==> src/rtl/gps_query_sched.sv <==
// Round-robin scheduler feeding periodic and forced GPS queries into a single-transaction engine.
// Define GPS_SCHED_WATCHDOG_EN to add a tick-based watchdog that converts a silent engine into a timeout.
module gps_query_slot (
  input  logic       clk,
  input  logic       rst,
  input  logic       tick,
  input  logic       wr,
  input  logic [7:0] wr_data,
  output logic       hit
);
  logic [7:0] period, cdown;

  // A write reloads the countdown and overrides a coincident tick.
  always_ff @(posedge clk or negedge rst) begin
    if (!rst) begin
      period <= '0;
      cdown  <= '0;
    end else if (wr) begin
      period <= wr_data;
      cdown  <= wr_data;
    end else if (tick && period != 8'd0) begin
      cdown <= (cdown <= 8'd1) ? period : cdown - 8'd1;
    end
  end

  assign hit = tick && !wr && (period != 8'd0) && (cdown <= 8'd1);
endmodule

module gps_query_sched #(
  parameter int CLK_HZ    = 50_000_000,
  parameter int TICK_HZ   = 10,
  parameter int NUM_Q     = 10,
  parameter int MAX_RETRY = 3,
  parameter int WD_TICKS  = 20
) (
  input  logic             clk,
  input  logic             rst,
  input  logic             enable,
  input  logic             period_wr,
  input  logic [3:0]       period_addr,
  input  logic [7:0]       period_data,
  input  logic [NUM_Q-1:0] force_req,
  output logic             q_valid,
  output logic [3:0]       q_cmd,
  input  logic             q_ack,
  input  logic             q_done,
  input  logic             q_timeout,
  output logic             busy,
  output logic [NUM_Q-1:0] pending,
  output logic [NUM_Q-1:0] stale,
  output logic             wd_fire
);
  localparam int TICK_DIV = CLK_HZ / TICK_HZ;
  localparam int PW       = $clog2(TICK_DIV);
  localparam int RW       = $clog2(MAX_RETRY + 1);

  typedef enum logic [1:0] {S_IDLE, S_ISSUE, S_WAIT} state_t;

  state_t           state;
  logic [PW-1:0]    presc;
  logic             tick;
  logic [NUM_Q-1:0] hit, g_oh, clr_vec;
  logic [3:0]       last, gnt;
  logic             found;
  int               idx;
  logic [RW-1:0]    retry, retry_new;
  logic             done_ev, to_ev, give_up, wd_exp;

  assign tick = (presc == PW'(TICK_DIV - 1));

  always_ff @(posedge clk or negedge rst) begin
    if (!rst) presc <= '0;
    else      presc <= tick ? '0 : presc + PW'(1);
  end

  for (genvar i = 0; i < NUM_Q; i++) begin : g_slot
    gps_query_slot u_slot (
      .clk     (clk),
      .rst     (rst),
      .tick    (tick),
      .wr      (period_wr && period_addr == 4'(i)),
      .wr_data (period_data),
      .hit     (hit[i])
    );
  end

  // First pending slot strictly after the last grant, wrapping.
  always_comb begin
    found = 1'b0;
    gnt   = last;
    idx   = 0;
    for (int k = 1; k <= NUM_Q; k++) begin
      idx = (int'(last) + k) % NUM_Q;
      if (!found && pending[idx]) begin
        found = 1'b1;
        gnt   = 4'(idx);
      end
    end
  end

  assign g_oh      = NUM_Q'(1) << q_cmd;
  assign retry_new = retry + RW'(1);
  assign done_ev   = (state == S_WAIT) && q_done;
  assign to_ev     = (state == S_WAIT) && !q_done && (q_timeout || wd_exp);
  assign give_up   = to_ev && (retry_new >= RW'(MAX_RETRY));
  assign clr_vec   = (done_ev || give_up) ? g_oh : '0;
  assign busy      = (state != S_IDLE);

  // New requests win over a same-cycle completion clear.
  always_ff @(posedge clk or negedge rst) begin
    if (!rst) pending <= '0;
    else      pending <= (pending & ~clr_vec) | hit | force_req;
  end

  always_ff @(posedge clk or negedge rst) begin
    if (!rst) begin
      state   <= S_IDLE;
      q_valid <= 1'b0;
      q_cmd   <= '0;
      last    <= 4'(NUM_Q - 1);
      retry   <= '0;
      stale   <= '0;
    end else begin
      case (state)
        S_IDLE: if (enable && found) begin
          q_cmd   <= gnt;
          q_valid <= 1'b1;
          last    <= gnt;
          state   <= S_ISSUE;
        end
        S_ISSUE: if (q_ack) begin
          q_valid <= 1'b0;
          state   <= S_WAIT;
        end
        S_WAIT: if (done_ev) begin
          stale <= stale & ~g_oh;
          retry <= '0;
          state <= S_IDLE;
        end else if (to_ev) begin
          if (give_up) begin
            stale <= stale | g_oh;
            retry <= '0;
          end else begin
            retry <= retry_new;
          end
          state <= S_IDLE;
        end
        default: state <= S_IDLE;
      endcase
    end
  end

`ifdef GPS_SCHED_WATCHDOG_EN
  localparam int WW = $clog2(WD_TICKS + 1);
  logic [WW-1:0] wd_cnt;

  assign wd_exp = (state == S_WAIT) && tick && (wd_cnt == WW'(WD_TICKS - 1)) && !q_done && !q_timeout;

  // Counter sits at zero outside WAIT, so every WAIT entry starts a fresh window.
  always_ff @(posedge clk or negedge rst) begin
    if (!rst) begin
      wd_cnt  <= '0;
      wd_fire <= 1'b0;
    end else begin
      wd_fire <= wd_exp;
      if (state != S_WAIT) wd_cnt <= '0;
      else if (tick)       wd_cnt <= wd_cnt + WW'(1);
    end
  end
`else
  assign wd_exp  = 1'b0;
  assign wd_fire = 1'b0;
`endif
endmodule

==> config.mk <==
export PLATFORM = sky130hd
export DESIGN_NAME = gps_query_sched
export DESIGN_NICKNAME = d
export VERILOG_FILES = /design/src/rtl/gps_query_sched.sv
export SDC_FILE = /design/constraint.sdc
export NUM_CORES = 1
export LEC_CHECK = 0
export ABC_AREA = 1
export CAP_MARGIN = 20
export CORE_MARGIN = 10
export CORE_UTILIZATION = 58
export CTS_CLUSTER_SIZE = 40
export DETAILED_ROUTE_END_ITERATION = 8
export GPL_TIMING_DRIVEN = 0
export HOLD_SLACK_MARGIN = 0.05
export PLACE_DENSITY = 0.85
export SYNTH_ARGS = -nofsm -noshare
export SYNTH_HDL_FRONTEND = slang
export SYNTH_SLANG_ARGS = --single-unit
==> constraint.sdc <==
create_clock -name clk -period 5.1 [get_ports clk]
set_input_delay 0.51 -clock clk [delete_from_list [all_inputs] [get_ports clk]]
set_output_delay 0.51 -clock clk [all_outputs]
set_load 0.02 [all_outputs]
==> results.py, run 1 <==
metrics = {
    "outcome": {
        "status": "complete, no violations",
    },
    "cts": {
        "cts_tree": "done",
        "clk_latency_ns": 0.52,
        "clk_pin_slew_worst_paths_ns": 0.06,
        "clock-sinks": 214,
        "cts_buffers": 23,
        "clock_path_buffers": 3,
        "cts_setup_buffers": 0,
        "cts-root-buf": "clkbuf_16",
        "cts_max_level": 1,
    },
    "job": {
        "cap_violations": 0,
    },
    "die": {
        "core_area_um2": 23600,
        "rows": 56,
        "chipWidth_um": 175,
        "fp.dieH_um": 175,
        "ios": 56,
        "start_util_pct": 59.3,
        "dieArea_um2": 30800,
    },
    "routing": {
        "dr.first_iter.drc_count": 1412,
        "firstDrtPassIters": 6,
        "wl_mm": 38.5,
        "vias": 13600,
        "drtAntennaViolNets": 0,
        "vias_per_cell": 5.75,
        "drc": 0,
        "post_drt_wl_per_cell_um": 16.3,
    },
    "sta": {
        "tightest_slew_ns": 1.08,
        "max_freq_mhz": 222,
        "rsz0062_at_grt": "no",
        "slew_headroom_pct": 27.5,
        "skew_ns": 0.0213,
        "min_period_over_period_pct": 88.1,
        "drv_slew": 0,
        "fin_crit_ns": 4.50,
        "finalHoldViolations": 0,
        "hold_ws_ns": 0.441,
        "setup_viol": 0,
    },
    "power": {
        "clock_power_share_pct": 18.3,
        "switchingPower_uw": 4500,
        "internal-power_uw": 4870,
        "comb_power_share_pct": 56.3,
        "ir_drop_mv": 0.329,
        "seqPwrFrac_pct": 25.3,
        "p_sw_share_pct": 48.0,
        "p_per_area_nw_per_um2": 597,
        "leakage_uw": 0.00784,
    },
    "synth": {
        "syn_area_um2": 14000,
        "synth_edf_count": 0,
        "syn_nets": 2042,
        "synth-seq-cells": 214,
        "synth_ff_type": "dfrtp_1",
        "syn_area_per_cell_um2": 7.15,
        "ys_warn_count": 0,
        "yosysTopAreaCell": "dfrtp_1",
        "synthMostInstantiatedCell": "nand2_1",
        "synth.distinct_cells": 49,
        "syn_inst": 1958,
        "synthTopCellsByCount": "513 x nand2_1, 316 x inv_1, 212 x dfrtp_1",
        "ys_seq_area_share_pct": 38.3,
        "yosys-top-cells-area": "dfrtp_1 38%, nand2_1 14%, inv_1 8.5%",
        "async_flop_share_pct": 100,
        "synth_top_area_share_pct": 37.9,
    },
    "placement": {
        "place_congestion": 0.985,
        "port_buffers": 46,
        "dpl.hpwl_mm": 27.9,
    },
    "global_routing": {
        "antenna_found_initial": 0,
        "grt_max_degree": 102,
        "grt_overflow": 0,
        "grt_pass1_vias": 12800,
        "grt_pass1_wl_mm": 62.4,
        "grt_use_total_pct": 24.2,
    },
    "finish": {
        "post-route-util_pct": 66.5,
        "area_delta_synth_final_pct": 12.1,
        "num-nets-final": 2115,
        "layout-drive-gt1-share_pct": 4.74,
        "fillCellCount": 1947,
        "antenna_cells": 0,
    },
    "setup_path": {
        "cp-start-kind": "register",
        "cp.required_ns": 5.50,
        "slowest_stage": "dfrtp_1",
        "crit_path_end_kind": "register",
        "worstPathArrival_ns": 4.90,
        "crit_fanout": 16,
        "slowest_delay_ns": 0.74,
        "cpMostUsedCell": "nand2_1",
        "critical_path_class": "register to register",
    },
    "worst_hold_path": {
        "min_path_type": "input pin to asynchronous set/reset pin",
    },
}
[sequential cells by signal, summed over array words and instances (netlist names), 2 cells and up, named ones only]
| signal | cells |
|---|---|
| pending | 10 |
| g_slot.u_slot.period | 80 |
| g_slot.u_slot.cdown | 80 |
| last | 2 |
| q_cmd | 4 |
| presc | 23 |
| retry | 2 |
| state | 2 |
[through the flow]
| stage | total power (uW) | std cells | cell area (um2) | worst slack (ns) | setup TNS [ns] |
|---|---|---|---|---|---|
| floorplan | 6270 | 1958 | 14000 | 1.30 | 0 |
| global placement | 7340 | 2323 | 14900 | -5.33 | -1130.54 |
| detailed placement | 7510 | 2325 | 14900 | 0.532 | 0 |
| CTS | 9270 | 2366 | 15700 | 0.503 | 0 |
| global route | 10200 | 2365 | 15700 | 0.168 | 0 |
| finish | 9370 | 2365 | 15700 | 0.605 | 0 |
[cell type report]
class | instances | area (um2) | share of cell area [%]
clock inverter | 7 | 116 | 0.741
timing repair buffer | 49 | 531 | 3.38
multi-input combinational | 1371 | 7220 | 46.0
inverter | 335 | 1260 | 8.03
tap | 319 | 399 | 2.54
clock buffer | 33 | 653 | 4.16
sequential | 214 | 5360 | 34.1
buffer | 37 | 159 | 1.01
[path summary, 6_finish.rpt]
check	start	end	slack (ns)	depth (start not counted)
max reg2reg	q_cmd[1]$_DFFE_PN0P_	q_cmd[0]$_DFFE_PN0P_	0.60	29
max in group asynchronous	rst	g_slot[1].u_slot.cdown[5]$_DFFE_PN0P_	3.51	4
min reg2reg	q_valid$_DFFE_PN0P_	q_valid$_DFFE_PN0P_	0.50	2
max	q_cmd[1]$_DFFE_PN0P_	q_cmd[0]$_DFFE_PN0P_	0.60	29
min in group clk	q_valid$_DFFE_PN0P_	q_valid$_DFFE_PN0P_	0.50	2
min	rst	presc[12]$_DFF_PN0_	0.44	2
[power groups by stage]
stage	Clock, uW	Sequential, uW	Combinational, uW
floorplan	0	2330	3940
global placement	0	2380	4960
detailed placement	0	2380	5120
CTS	1740	2360	5170
global route	1800	2410	5940
finish	1720	2370	5280
[layout by cell type (no fill, tap or decap), types with 3 or more instances in the layout]
cell and instances:
a211oi_1 6, a21oi_1 51, a31oi_1 3, buf_2 4, buf_4 4, bufinv_16 3, clkbuf_1 35, clkbuf_16 23
clkbuf_8 4, clkdlybuf4s50_1 45, clkinv_1 8, dfrtp_1 212, ha_1 55, inv_1 316, inv_2 10, nand2_1 513
nand2_2 12, nand2_4 3, nand3_1 136, nand3_2 3, nand4_1 26, nor2_1 127, nor3_1 42, nor4_1 26
o211ai_1 23, o21a_1 3, o21ai_0 162, o21ai_1 22, o221ai_1 62, o22ai_1 8, o31ai_1 7, or2_2 11
xnor2_1 8, xor2_1 38
[cells by family after synthesis]
| family | Yosys count | synth area share (%) |
|---|---|---|
| other | 1 | 0.0268 |
| AOI/OAI and AO/OA | 356 | 15.4 |
| DFF | 214 | 38.3 |
| adders and majority gates | 55 | 4.91 |
| buffers and inverters | 373 | 10.2 |
| xor gates and xnor gates | 48 | 3.11 |
| and+or+nand+nor | 909 | 28.0 |
| muxes | 2 | 0.143 |
[layer usage]
metal | global-route usage [%] | part of all wire (%) | up-vias
met5 | 0 | 0 | -
met4 | 8.76 | 3.2 | 0
met3 | 2.49 | 6.4 | 100
met2 | 41.4 | 48 | 520
met1 | 31.1 | 42 | 6370
li1 | - | - | 6597
[worst max-delay path, delay by kind of cell (launching register included)]
family,cells,cell delay [ns]
and+or+nand+nor,20,2.08
buffers and inverters,6,0.87
DFF,1,0.74
adders and majority gates,2,0.64
AOI/OAI and AO/OA,1,0.06
[what timing repair did]
item	4_1_cts	5_1_grt
hold buffers	1	0
hold endpoints to repair	29	0
endpoints found under the setup margin	0	6
resized for setup	0	0
Note: power is estimated with default switching activity, not from simulation.
==> inputs of run 2 (changes only) <==
--- a/config.mk
+++ b/config.mk
@@ -9,11 +9,13 @@
 export CAP_MARGIN = 20
 export CORE_MARGIN = 10
 export CORE_UTILIZATION = 58
+export CTS_BUF_LIST = sky130_fd_sc_hd__clkbuf_8
 export CTS_CLUSTER_SIZE = 40
 export DETAILED_ROUTE_END_ITERATION = 8
 export GPL_TIMING_DRIVEN = 0
 export HOLD_SLACK_MARGIN = 0.05
 export PLACE_DENSITY = 0.85
+export SKIP_LAST_GASP = 1
 export SYNTH_ARGS = -nofsm -noshare
 export SYNTH_HDL_FRONTEND = slang
 export SYNTH_SLANG_ARGS = --single-unit
==> run 2 against run 1 <==
Fmax decreased by 0.43%. Critical path depth decreased by 1. Cell area decreased by 0.26%. Core utilization decreased by 0.17 points. Clock skew increased by 0.0045 ns. Die area unchanged. Sequential power about the same. Power decreased by 2.2%. Critical path type unchanged. Combinational power about the same.
==> results.py, run 2 (synthesis gave the netlist of run 1 again) <==
metrics = {
    "sta": {
        "slew_headroom_pct": 28.0,
        "drv_slew": 0,
        "tightest_slew_ns": 1.07,
        "rsz0062_at_grt": "no",
        "skew_ns": 0.0257,
        "min_period_over_period_pct": 88.5,
        "fin_crit_ns": 4.51,
        "finalHoldViolations": 0,
        "max_freq_mhz": 222,
        "setup_viol": 0,
    },
    "worst_hold_path": {
        "min_path_type": "input pin to asynchronous set/reset pin",
    },
    "placement": {
        "port_buffers": 46,
        "place_area_um2": 14900,
        "dpl.hpwl_mm": 27.9,
        "place_congestion": 0.985,
    },
    "finish": {
        "layout_common_cells": "513 x nand2_1, 331 x inv_1, 212 x dfrtp_1",
        "area_delta_synth_final_pct": 11.8,
        "post-route-util_pct": 66.3,
        "antenna_cells": 0,
        "final_common_cell": "nand2_1",
        "reg_top3": "g_slot.u_slot.cdown x80, g_slot.u_slot.period x80, presc x23",
        "layout-drive-gt1-share_pct": 5.50,
        "num-nets-final": 2129,
        "final_cell_area_um2": 15700,
    },
    "die": {
        "dieArea_um2": 30800,
        "core_area_um2": 23600,
        "ios": 56,
        "rows": 56,
        "chipWidth_um": 175,
        "fp.dieH_um": 175,
        "start_util_pct": 59.3,
    },
    "cts": {
        "cts-root-buf": "clkbuf_8",
        "clk_pin_slew_worst_paths_ns": 0.06,
        "cts_max_level": 2,
        "clock_path_buffers": 3,
        "clk_latency_ns": 0.54,
        "cts_resized": 0,
        "clock-sinks": 214,
        "cts_buffers": 37,
        "cts_tree": "done",
    },
    "power": {
        "clock_power_share_pct": 16.7,
        "p_per_area_nw_per_um2": 585,
        "comb_power_share_pct": 57.4,
        "leakage_uw": 0.00790,
        "seqPwrFrac_pct": 25.9,
        "p_sw_share_pct": 49.2,
        "switchingPower_uw": 4500,
        "internal-power_uw": 4660,
        "ir_drop_mv": 0.309,
    },
    "global_routing": {
        "grt_pass1_vias": 12700,
        "grt_overflow": 0,
        "antenna_found_initial": 0,
        "grt_max_degree": 102,
        "grt_use_total_pct": 24.1,
        "grt_pass1_wl_mm": 61.9,
    },
    "outcome": {
        "status": "complete, no violations",
    },
    "setup_path": {
        "cpMostUsedCell": "nand2_1",
        "critical_path_class": "register to register",
        "cp.required_ns": 5.51,
        "crit_start": "q_cmd[1]$_DFFE_PN0P_",
        "cp-start-kind": "register",
        "critical_path_buf_inv_count": 5,
        "slowest_stage": "dfrtp_1",
        "crit_path_end_kind": "register",
        "worstPathArrival_ns": 4.93,
        "crit_fanout": 16,
        "reg2reg_from": "q_cmd[1]$_DFFE_PN0P_",
        "slowest_delay_ns": 0.74,
        "cp_top_family": "simple AND/OR/NAND/NOR gates",
    },
    "routing": {
        "drtAntennaViolNets": 0,
        "vias": 13600,
        "vias_per_cell": 5.67,
        "post_drt_wl_per_cell_um": 15.9,
        "firstDrtPassIters": 5,
        "dr.first_iter.drc_count": 1394,
        "drc": 0,
        "wl_mm": 38.0,
    },
    "job": {
        "cap_violations": 0,
    },
}
## run 2: changes by cell type in the layout (fill, tap and decap cells not counted)
cell / before / now
bufinv_16: 3 / 0
clkbuf_1: 35 / 29
clkbuf_16: 23 / 0
clkbuf_8: 4 / 47
clkinvlp_4: 1 / 2
inv_1: 316 / 331
inv_6: 1 / 0
## run 2: worst paths after layout
check                                                    endpoint  slack, ns  depth (start not counted)
setup / recovery                             q_cmd[0]$_DFFE_PN0P_       0.59                         28
hold / removal                                presc[12]$_DFF_PN0_       0.42                          2
setup reg to reg                             q_cmd[0]$_DFFE_PN0P_       0.59                         28
hold reg to reg                                          register       0.49                          2
max in group asynchronous  g_slot[6].u_slot.period[7]$_DFFE_PN0P_       3.49                          4
min in group clk                                         register       0.49                          2
## run 2: power groups by stage
| stage | clock, uW | combinational [uW] | sequential (uW) |
|---|---|---|---|
| floorplan | 0 | 3940 | 2330 |
| detailed placement | 0 | 5120 | 2380 |
| global placement | 0 | 4960 | 2380 |
| global route | 1640 | 5930 | 2410 |
| finish | 1530 | 5260 | 2370 |
| CTS | 1560 | 5160 | 2360 |
## run 2: metal layers
metal | vias to the layer above | wire (um) | track usage (%)
li1 | 6637 | - | -
met1 | 6315 | 16100 | 31.3
met2 | 511 | 17900 | 39.7
met3 | 102 | 2610 | 3.56
met4 | 0 | 1380 | 9.86
met5 | - | 0 | 0
## run 2: what timing repair did
action,4_1_cts,5_1_grt
hold buffers,1,0
buffers inserted,0,0
hold endpoints to repair,29,0
endpoints found under the setup margin,0,6
## run 2: layout make-up
cell class / instances / area, um2
fill: 1983 / 7960
multi-input combinational: 1371 / 7220
sequential: 214 / 5360
inverter: 335 / 1260
clock buffer: 47 / 647
timing repair buffer: 49 / 531
tap: 319 / 399
buffer: 37 / 159
clock inverter: 19 / 81.3
## run 2: worst register-to-register path: cells and delay by family (launching register included)
family	cells	cell delay, ns
adders and majority gates	2	0.64
AOI/OAI and AO/OA	2	0.17
DFF	1	0.74
xor gates and xnor gates	1	0.29
buffers and inverters	5	0.70
and+or+nand+nor	18	1.86
## run 2: stage by stage
stage          TNS [ns]  cells  worst slack (ns)  total power [uW]  hold WS [ns]
2_1_floorplan         0   1958              1.30              6270         0.214
3_5_place_dp          0   2325             0.532              7510         0.386
4_1_cts               0   2392             0.505              9080         0.409
3_3_place_gp   -1130.54   2323             -5.33              7340         0.472
6_report              0   2391             0.586              9160         0.422
5_1_grt               0   2391             0.169              9980         0.438
